$ cat config.mk
export PLATFORM = sky130hd
export DESIGN_NAME = mem_port_arbiter
export DESIGN_NICKNAME = d
export VERILOG_FILES = /design/src/rtl/mem_port_arbiter.sv
export SDC_FILE = /design/constraint.sdc
export NUM_CORES = 1
export LEC_CHECK = 0
export CELL_PAD_IN_SITES_DETAIL_PLACEMENT = 1
export CELL_PAD_IN_SITES_GLOBAL_PLACEMENT = 2
export CORE_AREA = 3 3 742 744
export DETAILED_ROUTE_END_ITERATION = 10
export DIE_AREA = 0 0 745 747
export DONT_BUFFER_PORTS = 1
export GPL_ROUTABILITY_DRIVEN = 0
export PLACE_DENSITY = 0.3
export SYNTH_ARGS = -nofsm -noshare
export SYNTH_HDL_FRONTEND = slang
export SYNTH_SLANG_ARGS = --single-unit
$ cat constraint.sdc
create_clock -name i_clock -period 2.88 [get_ports i_clock]
set_clock_uncertainty 0.2 [all_clocks]
set_input_delay 0.288 -clock i_clock [delete_from_list [all_inputs] [get_ports i_clock]]
set_output_delay 0.288 -clock i_clock [all_outputs]
set_load 0.005 [all_outputs]
$ cat src/rtl/mem_port_arbiter.sv
// mem_port_arbiter
// Shares one single-port on-chip memory port between N requesters using
// round-robin arbitration, with optional locked bursts and tagged read return.
//
// Ports:
//   i_clock, i_reset       clock; synchronous active-low reset
//   i_rd/i_wr/i_lock [N]   per-requester read, write and burst-lock requests
//   i_address [N*AW]       requester i address at [i*AW +: AW]
//   i_writedata [N*DW]     requester i write data at [i*DW +: DW]
//   o_gnt [N]              one-hot grant, combinational, same cycle as access
//   o_rvalid [N]           one-hot read-return strobe, RD_LAT cycles after read
//   o_readdata [DW]        memory read data broadcast, qualified by o_rvalid
//   o_owner, o_locked      current lock owner (0 when unlocked) and lock flag
//   o_mem_*                shared memory port drive
//   i_mem_readdata [DW]    memory read data
module mem_port_arbiter #(
  parameter int N      = 4,
  parameter int AW     = 11,
  parameter int DW     = 256,
  parameter int RD_LAT = 1
) (
  input  logic                         i_clock,
  input  logic                         i_reset,
  input  logic [N-1:0]                 i_rd,
  input  logic [N-1:0]                 i_wr,
  input  logic [N-1:0]                 i_lock,
  input  logic [N*AW-1:0]              i_address,
  input  logic [N*DW-1:0]              i_writedata,
  output logic [N-1:0]                 o_gnt,
  output logic [N-1:0]                 o_rvalid,
  output logic [DW-1:0]                o_readdata,
  output logic [$clog2(N)-1:0]         o_owner,
  output logic                         o_locked,
  output logic [AW-1:0]                o_mem_address,
  output logic                         o_mem_chipselect,
  output logic                         o_mem_clken,
  output logic                         o_mem_write,
  output logic [DW-1:0]                o_mem_writedata,
  output logic [DW/8-1:0]              o_mem_byteenable,
  input  logic [DW-1:0]                i_mem_readdata
);

  localparam int IW = $clog2(N);

  typedef enum logic [0:0] {
    ST_FREE   = 1'b0,
    ST_LOCKED = 1'b1
  } state_t;

  state_t          r_state;
  state_t          w_state_nxt;
  logic [IW-1:0]   r_last_ptr;
  logic [IW-1:0]   r_owner;
  logic [RD_LAT-1:0] r_pipe_vld;
  logic [IW-1:0]   r_pipe_idx [RD_LAT];

  logic [N-1:0]    w_req;
  logic            w_rr_found;
  logic [IW-1:0]   w_rr_idx;
  logic [IW-1:0]   w_cand;
  logic            w_gnt_vld;
  logic [IW-1:0]   w_gnt_idx;
  logic            w_sel_rd;

  assign w_req = i_rd | i_wr;

  // Round-robin search starting just after the last granted requester.
  always_comb begin
    w_rr_found = 1'b0;
    w_rr_idx   = '0;
    w_cand     = '0;
    for (int k = 1; k <= N; k++) begin
      w_cand = IW'((int'(r_last_ptr) + k) % N);
      if (!w_rr_found && w_req[w_cand]) begin
        w_rr_found = 1'b1;
        w_rr_idx   = w_cand;
      end else begin
        w_rr_found = w_rr_found;
      end
    end
  end

  // Grant selection and next-state logic.
  always_comb begin
    w_gnt_vld   = 1'b0;
    w_gnt_idx   = '0;
    w_state_nxt = r_state;
    case (r_state)
      ST_FREE: begin
        if (w_rr_found) begin
          w_gnt_vld = 1'b1;
          w_gnt_idx = w_rr_idx;
          if (i_lock[w_rr_idx]) begin
            w_state_nxt = ST_LOCKED;
          end else begin
            w_state_nxt = ST_FREE;
          end
        end else begin
          w_state_nxt = ST_FREE;
        end
      end
      ST_LOCKED: begin
        // Owner keeps the port even while idle; everyone else stalls.
        w_gnt_idx = r_owner;
        w_gnt_vld = w_req[r_owner];
        if (!i_lock[r_owner]) begin
          w_state_nxt = ST_FREE;
        end else begin
          w_state_nxt = ST_LOCKED;
        end
      end
      default: begin
        w_state_nxt = ST_FREE;
      end
    endcase
  end

  // Shared memory port drive from the granted requester.
  always_comb begin
    o_gnt = '0;
    if (w_gnt_vld) begin
      o_gnt[w_gnt_idx] = 1'b1;
      o_mem_address    = i_address[w_gnt_idx*AW +: AW];
      o_mem_writedata  = i_writedata[w_gnt_idx*DW +: DW];
      o_mem_write      = i_wr[w_gnt_idx];
      w_sel_rd         = i_rd[w_gnt_idx] & ~i_wr[w_gnt_idx];
    end else begin
      o_mem_address    = '0;
      o_mem_writedata  = '0;
      o_mem_write      = 1'b0;
      w_sel_rd         = 1'b0;
    end
  end

  assign o_mem_chipselect = w_gnt_vld;
  assign o_mem_clken      = 1'b1;
  assign o_mem_byteenable = {(DW/8){1'b1}};

  // Arbitration state, round-robin pointer and lock owner.
  always_ff @(posedge i_clock) begin
    if (!i_reset) begin
      r_state    <= ST_FREE;
      r_last_ptr <= IW'(N - 1);
      r_owner    <= '0;
    end else begin
      r_state <= w_state_nxt;
      if (r_state == ST_FREE && w_gnt_vld) begin
        r_last_ptr <= w_gnt_idx;
      end
      // Owner is captured on lock entry and cleared when the lock ends.
      if (w_state_nxt == ST_LOCKED) begin
        if (r_state == ST_FREE) begin
          r_owner <= w_gnt_idx;
        end
      end else begin
        r_owner <= '0;
      end
    end
  end

  // Read-return tag pipeline, one stage per cycle of memory latency.
  always_ff @(posedge i_clock) begin
    if (!i_reset) begin
      r_pipe_vld <= '0;
      for (int k = 0; k < RD_LAT; k++) begin
        r_pipe_idx[k] <= '0;
      end
    end else begin
      r_pipe_vld[0] <= w_sel_rd;
      r_pipe_idx[0] <= w_gnt_idx;
      for (int k = 1; k < RD_LAT; k++) begin
        r_pipe_vld[k] <= r_pipe_vld[k-1];
        r_pipe_idx[k] <= r_pipe_idx[k-1];
      end
    end
  end

  // Decode the last pipeline stage into the one-hot return strobe.
  always_comb begin
    o_rvalid = '0;
    if (r_pipe_vld[RD_LAT-1]) begin
      o_rvalid[r_pipe_idx[RD_LAT-1]] = 1'b1;
    end else begin
      o_rvalid = '0;
    end
  end

  assign o_readdata = i_mem_readdata;
  assign o_owner    = r_owner;
  assign o_locked   = (r_state == ST_LOCKED);

endmodule

; Word level (Yosys, flattened, before mapping)
; Memory sizes are Yosys's and may differ from the RTL's.
; Index checks and enable logic that the tools add are counted.
[classes]
shift = 2
magnitude_cmp = 10
bitwise_logic = 4
mul = 1
mux = 47
n_reduce_logical = 12
addsub = 4
[op_table]
columns = operator, count
row1 = 1024-bit by 11-bit variable part select with 256-bit output, 1
row2 = 256-bit 2-to-1 mux, 1
row3 = 44-bit by 7-bit variable part select with 11-bit output, 1
row4 = 2-bit by 3-bit < comparator with 1-bit output (second input constant), 8
row5 = 1-bit 2-to-1 mux, 23
row6 = 1-bit binary-select mux with 2-bit select, 9
row7 = 2-bit 2-to-1 mux, 6
row8 = 11-bit 2-to-1 mux, 1
row9 = 4-bit 2-to-1 mux, 2
row10 = 1-bit logical AND, 6
row11 = 2-bit by 4-bit multiplier with 6-bit output (second input constant), 1
row12 = 2-bit by 1-bit adder with 2-bit output (second input constant), 2
row13 = 2-bit adder (second input constant), 2
row14 = 1-bit demux with 2-bit select, 2
row15 = 2-bit by 1-bit >= comparator with 1-bit output (second input constant), 2
row16 = 4-bit bitwise OR, 1
row17 = 1-bit case mux with 2 select lines, 2
row18 = 2-bit case mux with 2 select lines, 1
row19 = 2-bit AND reduction, 2
row20 = 1-bit zero test, 3
row21 = 1-bit NOT, 2
row22 = 2-bit OR reduction, 1
row23 = 1-bit AND, 1
[totals]
mem_count = 1
inputBits = 1338
register_bits = 6
elab_cells = 85
ram_bits = 2
out_inout_bits = 569
[mem_list]
columns = memory, depth, word_bits, read_ports, rd_clocked_by_memory_dff, write_ports, line_no
row1 = r_pipe_idx, 1, 2, 1, 0, 1, 55  ; logic [IW-1:0] r_pipe_idx [RD_LAT];

; Depth between registers and ports, before layout
[logic_depth]
depth_word = 20
ltp_mapped = 9

; Least setup slack after synthesis
; No wires, ideal clock.
[synth_path]
path_type = input-to-output
startpoint = input port i_rd[0]
endpoint = output port o_mem_writedata[100]
required_time_ps = 2392
arrival_time_ps = 1910
cell_stages = 8
setup_slack_ps = 482
cell_sequence = or2_1 > o221a_2 > or2_1 > o21ai_2 > nand2_2 > clkbuf_1 > clkbuf_1 > o22ai_1
[synth_via]
elab_chain_cells = 17
word_cells_on_any_way = 31
cone_classes = 1 x shift / 23 x mux / 1 x bitwise / 6 x reduce/logical
[synth_lines]
columns = item, line_no
row1 = "start, declared", 24  ; input logic [N-1:0] i_rd,
row2 = 4-bit bitwise OR *, 65  ; assign w_req = i_rd | i_wr;
row3 = 1-bit binary-select mux with 2-bit select, 74  ; if (!w_rr_found && w_req[w_cand]) begin
row4 = 1-bit 2-to-1 mux (not written as such), 74
row5 = 1-bit 2-to-1 mux, 74
row6 = 1-bit zero test, 74
row7 = 1-bit logical AND, 74
row8 = 1-bit 2-to-1 mux, 74
row9 = 1-bit zero test, 74
row10 = 1-bit logical AND, 74
row11 = 1-bit 2-to-1 mux, 74
row12 = 1-bit zero test, 74
row13 = 1-bit logical AND, 74
row14 = 2-bit 2-to-1 mux / 1-bit 2-to-1 mux (equally long branches), 74
row15 = 2-bit 2-to-1 mux, 90  ; if (w_rr_found) begin
row16 = 2-bit case mux with 2 select lines, 88  ; case (r_state)
row17 = 1024-bit by 11-bit variable part select with 256-bit output, 124  ; o_mem_writedata = i_writedata[w_gnt_idx*DW +: DW];
row18 = 256-bit 2-to-1 mux *, 121  ; if (w_gnt_vld) begin
row19 = "end, declared", 38  ; output logic [DW-1:0] o_mem_writedata,
; Every way passes the cells marked *; elsewhere a longest branch is shown, timed or not. The select of a mux whose other input is x is not followed.

; Final worst setup path
[layout_path]
startpoint = register r_last_ptr[1]
endpoint = output port o_mem_writedata[104]
[layout_via]
elab_chain_cells = 17
word_cells_on_any_way = 32
cone_classes = 4 x add/sub / 1 x shift / 21 x mux / 6 x reduce/logical
[layout_lines]
columns = item, line_no
row1 = "start, declared", 52  ; logic [IW-1:0] r_last_ptr;
row2 = "start signal, assigned", 143  ; r_last_ptr <= IW'(N - 1);
row3 = "start signal, assigned", 148  ; r_last_ptr <= w_gnt_idx;
row4 = 2-bit by 1-bit adder with 2-bit output, 73  ; w_cand = IW'((int'(r_last_ptr) + k) % N);
row5 = 1-bit binary-select mux with 2-bit select, 74
row6 = 1-bit 2-to-1 mux (not written as such), 74
row7 = 1-bit 2-to-1 mux, 74
row8 = 1-bit zero test, 74
row9 = 1-bit logical AND, 74
row10 = 1-bit 2-to-1 mux, 74
row11 = 1-bit zero test, 74
row12 = 1-bit logical AND, 74
row13 = 1-bit 2-to-1 mux, 74
row14 = 1-bit zero test, 74
row15 = 1-bit logical AND, 74
row16 = 2-bit 2-to-1 mux / 1-bit 2-to-1 mux (equally long branches), 74
row17 = 2-bit 2-to-1 mux, 90
row18 = 2-bit case mux with 2 select lines, 88
row19 = 1024-bit by 11-bit variable part select with 256-bit output, 124
row20 = 256-bit 2-to-1 mux *, 121
; Marks and branches as above.

==> flow_summary.yaml <==
clocking:
  clock_latency_ns: 0.23
  cts_made_buffers: 3
  cts-root-buf: "clkbuf_16"
  tritoncts: "done"
  h-tree-depth: 1
  clock_tree.buffer_depth: 2
  clk_pin_slew_ns: 0.04
  clkSinkCount: 8
cells_and_area:
  fin_util_pct: 5.71
  drive_above_1_share_pct: 76.8
  fill_cells: 64400
  nets: 2883
  final_common_cell: "mux2i_4"
  final_cell_count_no_fill: 8834
  mostFrequentLayoutCells: "mux2i_4 (225), buf_4 (214), mux2i_1 (204)"
  area_growth_pct: 185
pwr:
  p_leak_nw: 8.86
  p_switching_mw: 30.2
  p_clk_share_pct: 0.4
  cellPowerDensity_nw_per_um2: 1800
  p_int_mw: 25.7
  ir_drop_uv: 622
  switching_share_pct: 54.0
  p_seq_share_pct: 0.5
  p_comb_share_pct: 99.1
setup_path:
  r2r-end: "r_pipe_vld"
  end_kind: "primary output"
  worstPathArrival_ns: 3.03
  max_stage_delay_ns: 0.56
  cp_max_fo: 6
  rr_startpoint: "r_last_ptr[1]"
  critical-path-slowest-cell: "mux2i_4"
  start_kind: "flop"
  r2r_slack_ns: 0.16
  required_ns: 2.39
  path_cells: "or2_4 > a311o_2 > o21ai_4 > buf_12 > buf_16 > buf_16 > buf_12 > mux2i_4 > o22ai_4 > buf_6"
  critical_path_class: "flop to primary output"
  reg2regPathDepth: 10
sta:
  grt_setup_unrepaired: "true"
  worst_slew_margin_rel_pct: 58.7
  fin_ws_ns: -0.639
  setup_viol: 268
  period_needed_ns: 3.52
  hold_violations: 1
  clock.fmax_mhz: 284
  worstMarginPinSlew_ns: 0.607
  maxSlewViolCount: 0
  timing.hold.ws_ns: -0.00118
  period_share_pct: 122
global_routing:
  grt_pass1_vias: 13900
  grt_usage_pct: 11.3
  grt_overflow: 0
  grt_max_degree: 29
  grt_pass1_wl_um: 360000
  antenna_found_initial: 145
worst_hold_path:
  hold_class: "primary input to flop"
  holdPathStages: 2
  min_to: "r_pipe_vld"
  hold_start: "i_reset"
route:
  drc: 0
  drt-total-wl_um: 340000
  drt-pass1-iter-count: 5
  viasPerCell: 1.64
  num_vias: 14500
  ant_nets: 0
  dr.first_iter.drc_count: 1095
  wl_per_cell_um: 38.5
die:
  start_util_pct: 2.00
  die-area_um2: 557000
  design.core.area_um2: 545000
  rows: 271
  fp.dieH_um: 747
  fp.dieW_um: 745
  ioPinCount: 1907
yosys:
  ys.flop_type: "dfxtp_1"
  avgSynthCellArea_um2: 8.50
  syn_inst: 1282
  synth_edf_count: 0
  ys_types: 38
  syn_area_um2: 10900
  synth_seq_cells: 8
  synthArstFlopShare_pct: 0
  yosysWarnings: 0
  ys_seq_area_share_pct: 1.47
flow_run:
  drv_cap: 0
place:
  dp_slack_ns: -1.44
  hpwl_um: 316000
  dp.cells: 8605
  port_buffers: 0
status:
  status: "finished, violations left"
  violations: "negative hold slack, negative setup slack"
## cells in the mapped netlist (2+ instances only)
| cell type | instances | area [µm²] |
|---|---|---|
| and3_1 | 2 | 12.5 |
| buf_12 | 23 | 460 |
| buf_2 | 25 | 125 |
| buf_4 | 289 | 2170 |
| buf_6 | 33 | 372 |
| buf_8 | 2 | 30.0 |
| clkbuf_1 | 34 | 128 |
| clkbuf_4 | 2 | 15.0 |
| dfxtp_1 | 8 | 160 |
| inv_1 | 5 | 18.8 |
| mux2i_1 | 534 | 5350 |
| mux4_2 | 2 | 45.0 |
| nand2_1 | 6 | 22.5 |
| nand2b_1 | 2 | 12.5 |
| nor2_1 | 16 | 60.1 |
| o211ai_1 | 4 | 30.0 |
| o21a_1 | 3 | 22.5 |
| o21ai_0 | 3 | 15.0 |
| o21ai_2 | 2 | 17.5 |
| o22ai_1 | 267 | 1670 |
| or2_1 | 3 | 18.8 |
## worst max-delay path by stage
| stage | slack (ns) | startpoint | to | depth (start not counted) |
|---|---|---|---|---|
| finish | -0.64 | r_last_ptr[1] | o_mem_writedata[104] | 10 |
| global route | -0.66 | r_last_ptr[1] | o_mem_writedata[104] | 10 |
| CTS | -0.62 | r_last_ptr[1] | o_mem_writedata[174] | 10 |
| detailed placement | -1.44 | r_last_ptr[1] | o_mem_writedata[104] | 11 |
| global placement | -1.51 | r_last_ptr[1] | o_mem_writedata[104] | 11 |
| floorplan | 0.48 | i_rd[0] | o_mem_writedata[100] | 8 |
## registers in the layout, indices dropped and copies added, names as in the netlist
name        cells
r_pipe_idx      2
o_owner         2
r_pipe_vld      1
r_last_ptr      2
o_locked        1
## layout make-up
cell class                      count  area, µm²  area share, %
Multi-Input combinational cell    893      12700           40.9
Tap cell                         7234       9050           29.1
Timing Repair Buffer              634       8900           28.6
Sequential cell                     8        168          0.539
Antenna cell                       57        143          0.459
Clock buffer                        3       75.1          0.242
Inverter                            5       18.8         0.0604
## routing by layer
layer / GRT usage [%] / up-vias / share of wire, %
li1: - / 5241 / -
met1: 9.40 / 6853 / 29
met2: 15.1 / 1831 / 38
met3: 14.9 / 499 / 28
met4: 4.60 / 68 / 5.0
met5: 0.692 / - / 0.28
## stage by stage
stage / area (µm²) / power (mW) / TNS, ns
detailed placement: 22800 / 41.7 / -100.74
CTS: 25600 / 47.3 / -115.20
global placement: 22800 / 41.4 / -125.45
floorplan: 11000 / 12.1 / 0
finish: 31100 / 55.9 / -110.88
global route: 31000 / 59.2 / -132.74
## power groups by stage
stage	Clock [mW]	Combinational (mW)	Sequential, mW
final	0.242	55.4	0.267
after global routing	0.251	58.7	0.267
after CTS	0.245	46.8	0.253
after detailed placement	0	41.4	0.251
after global placement	0	41.2	0.256
after floorplan	0	11.9	0.205
## cells by family (layout without fill, tap and decap cells)
| group | Yosys count | after routing | share of synthesized area (%) |
|---|---|---|---|
| compound gates | 288 | 288 | 16.9 |
| buf+inv | 413 | 642 | 30.4 |
| flops | 8 | 8 | 1.47 |
| mux | 537 | 537 | 49.7 |
| other cells | 1 | 90 | 0.0344 |
| simple gates | 35 | 35 | 1.53 |
## what timing repair did
action	4_1_cts	5_1_grt
setup buffers	45	98
hold buffers	1	0
gates cloned	15	35
setup endpoints to repair	273	273
resized for setup	346	725
pin swaps	10	113
endpoints found under the hold margin	2	0
## worst max-delay path, delay by kind of cell, from the launching register on
family,cells,cell delay (ns)
multiplexers,1,0.56
AO/OA/AOI/OAI,3,0.72
AND/OR/NAND/NOR,1,0.24
flip-flops,1,0.37
buffers and inverters,5,0.80
Power figures use the tool's default switching activity.
